`src/rtl/dmem_arbiter.sv`:
```
// dmem_arbiter: shares the single-port data memory between the CPU data port
// and an external host port (loader/debugger).
//
// The CPU owns the memory by default. A pending host access is slotted into
// the first CPU-idle cycle. If the CPU stays busy for MAX_WAIT cycles, the
// arbiter raises cpu_stall for one cycle and serves the host in that cycle.
// Memory read data is combinational and passes straight through to cpu_din.
//
// Ports:
//   clk, rst              clock, synchronous active-high reset
//   cpu_addr/oe/we/dout   CPU data port (we: 11 word, 01 [15:8], 10 [7:0])
//   cpu_din               read data to CPU (= m_rdata)
//   cpu_stall             registered; CPU freezes while high
//   host_req/addr/we/wdata host request, held until host_ack (we 00 = read)
//   host_rdata, host_ack  registered read data / one-cycle completion pulse
//   m_addr/oe/we/wdata    memory request
//   m_rdata               combinational memory read data
//   stat_grants/stalls    host-ack and forced-stall counters
//
// Optional feature macro: DMEM_ARB_STATS_EN. When undefined the stat ports
// exist but are tied to zero.

module dmem_arbiter #(
  parameter int MAX_WAIT = 8  // 1..255
) (
  input  logic        clk,
  input  logic        rst,
  input  logic [15:0] cpu_addr,
  input  logic        cpu_oe,
  input  logic [1:0]  cpu_we,
  input  logic [15:0] cpu_dout,
  output logic [15:0] cpu_din,
  output logic        cpu_stall,
  input  logic        host_req,
  input  logic [15:0] host_addr,
  input  logic [1:0]  host_we,
  input  logic [15:0] host_wdata,
  output logic [15:0] host_rdata,
  output logic        host_ack,
  output logic [15:0] m_addr,
  output logic        m_oe,
  output logic [1:0]  m_we,
  output logic [15:0] m_wdata,
  input  logic [15:0] m_rdata,
  output logic [15:0] stat_grants,
  output logic [15:0] stat_stalls
);

  localparam logic [7:0] MAX_W = 8'(MAX_WAIT);

  typedef enum logic [1:0] {IDLE, WAIT, STALL, ACK} state_t;

  state_t     state, state_nxt;
  logic [7:0] wait_cnt, wait_cnt_nxt;
  logic       cpu_busy;
  logic       host_grant;

  assign cpu_busy   = cpu_oe | (cpu_we != 2'b00);
  // In STALL the host owns memory no matter what the (frozen) CPU drives.
  assign host_grant = (((state == IDLE) || (state == WAIT)) && host_req && !cpu_busy)
                      || (state == STALL);

  // State register and registered outputs. cpu_stall/host_ack are derived
  // from the next state so they are high exactly in the STALL/ACK cycles.
  always_ff @(posedge clk) begin
    if (rst) begin
      state      <= IDLE;
      wait_cnt   <= 8'd0;
      cpu_stall  <= 1'b0;
      host_ack   <= 1'b0;
      host_rdata <= 16'd0;
    end else begin
      state     <= state_nxt;
      wait_cnt  <= wait_cnt_nxt;
      cpu_stall <= (state_nxt == STALL);
      host_ack  <= (state_nxt == ACK);
      if (host_grant && (host_we == 2'b00))
        host_rdata <= m_rdata;
    end
  end

  // Next-state logic
  always_comb begin
    state_nxt    = state;
    wait_cnt_nxt = wait_cnt;
    case (state)
      IDLE: begin
        wait_cnt_nxt = 8'd0;
        if (host_req) begin
          if (!cpu_busy) begin
            state_nxt = ACK;
          end else begin
            state_nxt    = WAIT;
            wait_cnt_nxt = 8'd1;
          end
        end
      end
      WAIT: begin
        if (!host_req) begin
          state_nxt    = IDLE;
          wait_cnt_nxt = 8'd0;
        end else if (!cpu_busy) begin
          state_nxt    = ACK;
          wait_cnt_nxt = 8'd0;
        end else if (wait_cnt >= MAX_W) begin
          state_nxt    = STALL;
          wait_cnt_nxt = 8'd0;
        end else begin
          wait_cnt_nxt = wait_cnt + 8'd1;
        end
      end
      STALL: state_nxt = ACK;
      ACK:   state_nxt = IDLE;
      default: begin
        state_nxt    = IDLE;
        wait_cnt_nxt = 8'd0;
      end
    endcase
  end

  // Output logic: memory mux. cpu_we is never forwarded during a host grant.
  always_comb begin
    m_addr  = cpu_addr;
    m_oe    = cpu_oe;
    m_we    = cpu_we;
    m_wdata = cpu_dout;
    if (host_grant) begin
      m_addr  = host_addr;
      m_oe    = (host_we == 2'b00);
      m_we    = host_we;
      m_wdata = host_wdata;
    end
  end

  assign cpu_din = m_rdata;

`ifdef DMEM_ARB_STATS_EN
  always_ff @(posedge clk) begin
    if (rst) begin
      stat_grants <= 16'd0;
      stat_stalls <= 16'd0;
    end else begin
      if ((state_nxt == ACK) && (stat_grants != 16'hFFFF))
        stat_grants <= stat_grants + 16'd1;
      // STALL is only entered from WAIT, so each STALL cycle is one entry.
      if ((state_nxt == STALL) && (stat_stalls != 16'hFFFF))
        stat_stalls <= stat_stalls + 16'd1;
    end
  end
`else
  assign stat_grants = 16'd0;
  assign stat_stalls = 16'd0;
`endif

endmodule

```
`config.mk`:
```
export PLATFORM = sky130hd
export DESIGN_NAME = dmem_arbiter
export DESIGN_NICKNAME = d
export VERILOG_FILES = /design/src/rtl/dmem_arbiter.sv
export SDC_FILE = /design/constraint.sdc
export NUM_CORES = 1
export LEC_CHECK = 0
export CORE_ASPECT_RATIO = 1.5
export CORE_MARGIN = 2
export CORE_UTILIZATION = 30
export DETAILED_ROUTE_END_ITERATION = 8
export DONT_BUFFER_PORTS = 1
export HOLD_SLACK_MARGIN = 0.06
export PLACE_DENSITY_LB_ADDON = 0.1
export SETUP_SLACK_MARGIN = 0.1
export SLEW_MARGIN = 5
export SYNTH_ARGS = -nofsm -noshare
export SYNTH_HDL_FRONTEND = slang
export SYNTH_SLANG_ARGS = --single-unit
```
`constraint.sdc`:
```
create_clock -name clk -period 2.76 [get_ports clk]
set_input_delay 0.69 -clock clk [delete_from_list [all_inputs] [get_ports clk]]
set_output_delay 0.69 -clock clk [all_outputs]
set_load 0.01 [all_outputs]
```
==> results by group <==
Synth
  – Cell count after synthesis: between 200 and 250
  – Synth top area share: 0.2776
  – Most numerous cell in the Yosys netlist: buf_4
  – Post-synth EDFFs: 0
  – Syn avg cell area: just under 10 um2
  – Post-synthesis cell type count: 35
  – Most frequent cells after synthesis: buf_4, mux2_2, nand2b_1
  – Async set or reset register ratio after synthesis: 0
  – Ys Warns: 0
  – FF+latch count, synth: 28
  – Sequential area share after synthesis: 0.2776
  – Post-Synthesis Cell Area: 2019 um2
  – Main flop type after synthesis: dfxtp_1
  – Cell type with the largest total area after synthesis: dfxtp_1
  – Synth area leaders: dfxtp_1, mux2_2, buf_4, nand2b_1, mux2i_1

Timing
  – Final setup viols: 0
  – RSZ-0062 raised after global routing: false
  – F_max: 413.1 MHz
  – Fin crit share: 0.8771
  – Hold Vio Cnt, Final: 0
  – Clock Skew: approximately 0.0057 ns
  – Hold WS: a little under 0.5 ns
  – Max-slew violations: 0
  – Post-layout min period: 2.421 ns
  – Final setup TNS: 0 ns
  – Final worst slack: approximately 0.34 ns

Final layout
  – # fillers: about 700
  – Reg area: about 560 um2
  – Final non-filler cell total: ~270
  – Multi-input gate area: approximately 1200 um2
  – Final net count: between 200 and 300
  – Area delta synth->final: -4.771%
  – Layout cells sized above 1: 0.2632
  – Diodes inserted: 0

Floorplanning
  – I/O Pins: about 190
  – Row Count: 36
  – Initial Util: 0.3113
  – Core Region: roughly 6500 um2
  – Die area: ~7400 um2
  – Die height: about 100 um
  – Die span in x: 70.99 um

Critical path
  – Crit path depth: 4
  – CP delay by family, top: flip-flops
  – CP Buf/Inv Count: 1
  – Slowest CP cell: dfxtp_2
  – Critical path capture point type: primary output
  – Startpoint types: register
  – Crit path DAT: ~1.7 ns
  – CP max stage delay: 0.48 ns
  – Worst Path Max Fanout: 26
  – Data required time of the worst path: approximately 2.1 ns
  – R2r worst-path depth: 6
  – Critical-path cell list: nor2b_1, a21oi_4, buf_12, mux2_2
  – WS Path Type: reg2out

Clocking
  – CTS Sinks: 28
  – Post-CTS Hold Buffers: 0
  – CTS max path bufs: 2
  – CTS Root Cell: clkbuf_8
  – CTS tree: built
  – H-tree depth: 1
  – Total CTS buffers: 3
  – Clock-pin slew on the worst setup and hold paths: ~0.09 ns
  – Worst skew pair latency: about 0.27 ns

Power
  – LEAKAGE: between 0.7 and 0.8 nW
  – Register share of total power: 0.530
  – Clock power share: 0.280
  – Pwr Total: between 0.7 and 0.8 mW
  – Design internal power: between 0.5 and 0.6 mW
  – Pwr/cell area: 409.7 nW/um2
  – Sw Share: 0.2742
  – Gate power share: 0.190
  – Peak VDD IR: approximately 0.15 mV
  – Switching pwr: between 0.2 and 0.25 mW

Placement
  – Final Wtd Congestion: between 0.7 and 0.8
  – Placed Instances: 260
  – DP Worst Slack: 0.1946 ns
  – Post-DP HPWL: a little under 4000 um
  – IO buf count: 0

Global route
  – Number of global-route vias before repair: ~1300
  – First-pass GRT wire length: about 7000 um
  – All-Layer GR Usage: 0.1190
  – Initial antenna violation count: 1
  – Largest net degree at the start of global routing: 45
  – Grt total ovfl: 0

Route
  – Post-route ant nets: 0
  – Iteration-0 DRC count of the detailed router: just over 100
  – Vias per std cell: around 4.8
  – Routed len/inst: 17.68 um
  – DRT Pass-1 Iters: 4
  – Vias: roughly 1300
  – Drt total wl: about 4700 um
  – Drt drc: 0

Min path
  – Min-delay worst type: in2reg
  – Hold depth: 1

Status
  – Status: finished clean

Flow run
  – Maxcap violations: 0
worst register-to-register path: stages (launching register included):
cell     delay (ns)
dfxtp_2        0.48
nor2b_1        0.29
a21oi_4        0.08
buf_4          0.18
nor3_2         0.17
buf_4          0.32
mux2i_1        0.23
power by group through the flow:
stage / registers (mW) / clock network, mW / logic, mW
5_1_grt: 0.419 / 0.253 / 0.160
2_1_floorplan: 0.424 / 0 / 0.190
6_report: 0.418 / 0.220 / 0.150
3_5_place_dp: 0.427 / 0 / 0.146
3_3_place_gp: 0.427 / 0 / 0.146
4_1_cts: 0.418 / 0.239 / 0.147
stage by stage:
step	area, um2	utilization
floorplan	2136	-
global placement	1858	0.2865
detailed placement	1858	0.2865
CTS	1901	0.2930
global route	1923	0.2965
finish	1923	0.2965
kinds of logic after synthesis:
| group | share of synthesized area |
|---|---|
| flops | 0.2776 |
| mux | 0.2689 |
| buf+inv | 0.2082 |
| simple gates | 0.1853 |
| fa+ha+maj | 0.01239 |
| compound gates | 0.04585 |
| other cells | 0.001857 |
placed cells by master, fill, tap and decap left out:
cell type	instances
ha_1	2
o21ba_2	1
nor3b_1	3
mux2i_1	16
a211oi_2	1
dfxtp_1	27
a21o_1	1
nor4_1	1
nand3b_1	3
nor4_4	1
a211oi_1	2
a31oi_1	1
o21bai_1	1
dfxtp_2	1
nand2_1	2
and3b_1	2
mux2_2	34
or4_4	1
a22oi_1	1
a21oi_1	1
a21boi_0	1
buf_12	1
inv_1	2
conb_1	32
or3_1	1
nor3_2	1
nand2b_1	32
a21oi_4	1
o21ai_0	1
nor2b_1	2
buf_4	4
nor2_1	5
clkbuf_8	3
nor3_4	1
nand4_1	1
metal layers:
metal,GRT usage,wire length [um],share of wire
met1,0.1099,1488,0.32
met5,0,13,0.0028
met3,0.04264,577,0.12
met4,0.04447,59,0.013
met2,0.2296,2563,0.55
layout make-up:
type,count,share of cell area
Multi-Input combinational cell,152,0.6070
Sequential cell,28,0.2921
Timing Repair Buffer,5,0.02602
Clock buffer,3,0.02147
Tap cell,76,0.04945
Inverter,2,0.003904
final timing paths:
check	from	end	slack (ns)
worst min-delay path	rst	host_ack	0.48
worst max-delay path	state[1]	m_wdata[2]	0.34
worst max register to register	state[1]	host_rdata[4]	0.93
worst min register to register	wait_cnt[4]	wait_cnt[4]	0.49
registers in the layout (all words and copies together) (netlist names):
| signal | cells |
|---|---|
| cpu_stall | 1 |
| host_rdata | 16 |
| wait_cnt | 8 |
| state | 2 |
| host_ack | 1 |
what timing repair did:
action                                  in CTS  in global routing
endpoints found under the setup margin      25                 25
pin swaps                                    0                  1
buffers inserted                             0                  3
resized for setup                            1                  0
Note: power is estimated with default switching activity, not from simulation.
==> RTL edit 1, RTL diff (same flow settings) <==
Change the parameter `MAX_WAIT` from 8 to 7.
--- a/src/rtl/dmem_arbiter.sv
+++ b/src/rtl/dmem_arbiter.sv
@@ -21,7 +21,7 @@
 // exist but are tied to zero.
 
 module dmem_arbiter #(
-  parameter int MAX_WAIT = 8  // 1..255
+  parameter int MAX_WAIT = 7  // 1..255
 ) (
   input  logic        clk,
   input  logic        rst,
Behaviour: not the same (a bounded check fails within 10 cycles, from zero or initial values and one cycle with rst high).
==> RTL edit 1 against the unedited design <==
Routed wire length shrank 5.0%. Clock power increased by 13%. Sequential share of layout area grew 0.63 points. Setup slack better by 18 ps. Area after synthesis is 0.81% higher. Total power increased by 2.1%. Sequential cell count is the same. Global-route usage fell by 0.95 points. Utilization fell by 0.89 points. Via count shrank 3.9%. Final area decreased by 2.3%. Largest cell class unchanged.
==> RTL edit 1: results (changes against the unedited design) <==
metric	value	unit	change
track_usage	0.110		was 0.119
drive_gt1_frac	0.238		was 0.263
dp_hpwl	3.67	mm	was 3.93 mm
dp.cells	257		was 260
via_per_inst	4.68		was 4.78
p_seq_frac	0.518		was 0.530
min_from	wait_cnt[5]$_SDFFE_PP0N_		was rst
final_nets	275		was 282
min_to	wait_cnt[5]$_SDFFE_PP0N_		was host_ack$_SDFF_PP0_
r2r_end	host_rdata[12]$_SDFFE_PP0P_		was host_rdata[4]$_SDFFE_PP0P_
cpMaxStageDelayCell	dfxtp_1		was dfxtp_2
synthTopCellsByCount	buf_4, mux2_2, nand2b_1		unchanged
antenna_found_initial	0		was 1
yosysWarnings	0		unchanged
first_pass_iters	3		was 4
slowest_delay	520	ps	was 480 ps
grt_pass1_wl	6.56	mm	was 6.87 mm
holdWs	478	ps	was 483 ps
synth_area_leaders	dfxtp_1, buf_4, mux2_2		was dfxtp_1, mux2_2, buf_4
r2r_slack	970	ps	was 930 ps
grt_max_degree	44		was 45
port_buffers	0		unchanged
setup.worst_path.end	m_addr[6]		was m_wdata[2]
cts.repair.resized	0		was 1
ff2ff_path_depth	6		unchanged
clock-skew-final	6.11	ps	was 5.69 ps
pre_cts_slack	417	ps	was 195 ps
power_switching	0.000207	W	was 0.000216 W
gp_congestion	0.693		was 0.746
synth.yosys.seq_area_share	0.275		was 0.278
pwr-share-comb	0.173		was 0.190
drt_iter0_drc	21		was 101
wirelength	4.47	mm	was 4.70 mm
vias	1222		was 1272
critPathMaxFanout	37		was 26
swShare	0.257		was 0.274
synth_cell_type_count	30		was 35
clkSlewWorstSetupHoldPaths	90	ps	about the same
dpl_cell_area	1820	um2	was 1860 um2
p_leak	0.710	nW	was 0.715 nW
root_buffer	clkbuf_8		unchanged
finalCritPeriodShare	0.871		was 0.877
status	complete, no violations		unchanged
RTL edit 1: logic make-up (layout without fill, tap and decap cells):
logic type | Yosys count | after routing | share of synthesized area
simple gates | 53 | 53 | 0.173
compound gates | 14 | 14 | 0.0492
mux | 50 | 50 | 0.267
flops | 28 | 28 | 0.275
other cells | 1 | 32 | 0.00184
fa+ha+maj | 1 | 1 | 0.00615
buf+inv | 62 | 7 | 0.227
RTL edit 1: final cells by class:
type	instances	area, um2
flip-flops and latches	28	561
inverters	1	3.75
multi-input cells	150	1140
clock buffers	4	55.1
repair buffers	2	27.5
fillers	680	4650
well taps	76	95.1
RTL edit 1: metal layers:
metal  GRT usage  wire [um]  vias to the layer above  part of all wire
li1            -          -                      572                 -
met1       0.124       1620                      559              0.36
met4      0.0377         40                        0            0.0090
met5           0          0                        -                 0
met2       0.201       2450                       89              0.55
met3      0.0183        353                        2             0.079
==> RTL edit 2, RTL diff (same settings) <==
Without the edit above. The 4 states of `state_t` get a one-hot encoding in 4 bits.
--- a/src/rtl/dmem_arbiter.sv
+++ b/src/rtl/dmem_arbiter.sv
@@ -48,7 +48,7 @@
 
   localparam logic [7:0] MAX_W = 8'(MAX_WAIT);
 
-  typedef enum logic [1:0] {IDLE, WAIT, STALL, ACK} state_t;
+  typedef enum logic [3:0] {IDLE = 4'b0001, WAIT = 4'b0010, STALL = 4'b0100, ACK = 4'b1000} state_t;
 
   state_t     state, state_nxt;
   logic [7:0] wait_cnt, wait_cnt_nxt;
Function: no difference found for any inputs over 10 cycles, from zero or initial values and one cycle with rst high; not proved beyond that.
==> RTL edit 2 against the unedited design <==
The flow now finishes with violations (negative setup slack). Sequential power increased by 6.5%. Total power is 23% higher. Area after synthesis rose by 8.4%. First-iteration DRC count is 60% lower. Routed wire length up 11%. Register-to-register slack worse by 280 ps. Final area rose by 28%. Sequential share of layout area down 4.8 points. Via count up 17%. Sequential cell count is 2 higher. Setup slack worse by 390 ps. Largest power group unchanged.
==> RTL edit 2: results (changes against the unedited design) <==
metric	value	unit	change
nonClockBufferCount	14		was 5
holdWs	468	ps	was 483 ps
synth.avg_cell_area	9.40	um2	was 9.66 um2
r2r_slack	650	ps	was 930 ps
synth.yosys.seq_area_share	0.274		was 0.278
drive_gt1_frac	0.271		was 0.263
swShare	0.277		was 0.274
critPathMaxFanout	6		was 26
min_to	wait_cnt[4]$_SDFFE_PP0N_		was host_ack$_SDFF_PP0_
vdd_drop_max	0.203	mV	was 0.145 mV
violations	negative setup slack		
cp.arrival	2130	ps	was 1730 ps
post-route-worst-setup-slack	-55.7	ps	was 339 ps
inv_count	4		was 2
fillers	730		was 688
multi_input_cells	173		was 152
setup.worst_path.end	m_addr[13]		was m_wdata[2]
use_met3	0.0351		was 0.0426
synth_cell_type_count	34		was 35
timing.setup.tns	-1460	ps	was 0 ps
final_nets	318		was 282
p_leak	0.938	nW	was 0.715 nW
use_met2	0.227		was 0.230
pre_cts_slack	-112	ps	was 195 ps
status	finished with violations		was complete, no violations
dp_hpwl	4.02	mm	was 3.93 mm
die_area	8010	um2	was 7420 um2
regArea	601	um2	was 562 um2
met3WireLength	451	um	was 577 um
synth_area_leaders	dfxtp_1, mux2_2, buf_4		unchanged
crit_start	cpu_we[1]		was state[1]$_SDFF_PP0_
final-nonclk-buf-share	0.0880		was 0.0260
crit_family	compound AO/OA/AOI/OAI gates		was flip-flops
clkCellAreaFrac	0.0366		was 0.0215
numCtsBuffers	5		was 3
wirelength	5.22	mm	was 4.70 mm
track_usage	0.123		was 0.119
cts.repair.resized	6		was 1
dpl_cell_area	2190	um2	was 1860 um2
biggestRegsByFlops	host_rdata (16), wait_cnt (8), state (4)		was host_rdata (16), wait_cnt (8), state (2)
wl_met1	1.93	mm	was 1.49 mm
htree_levels	2		was 1
vias	1485		was 1272
multi_input_area	1440	um2	was 1170 um2
setup_viol	34		was 0
-- RTL edit 2: cell count changes in the layout (fill, tap and decap cells not counted), sizes merged, moves of 3 or more --
cell / before / now
clkbuf: 3 / 7
xnor2: 0 / 6
nor2: 5 / 2
nand2b: 32 / 38
buf: 5 / 12
nand3b: 3 / 0
nor3: 2 / 12
-- RTL edit 2: power by group through the flow --
stage / logic [W] / clock network (W) / registers [W]
after CTS: 0.000158 / 0.000380 / 0.000444
after detailed placement: 0.000147 / 0 / 0.000455
after floorplan: 0.000197 / 0 / 0.000452
final: 0.000162 / 0.000361 / 0.000445
after global placement: 0.000148 / 0 / 0.000455
after global routing: 0.000175 / 0.000390 / 0.000445
-- RTL edit 2: logic make-up (layout without fill, tap and decap cells) --
family,after synthesis,in the layout,synth area share
xor+xnor,7,7,0.0280
buf+inv,61,26,0.194
flops,30,30,0.274
simple gates,65,65,0.172
fa+ha+maj,2,2,0.0114
compound gates,15,15,0.0617
other cells,1,32,0.00171
mux,52,52,0.257
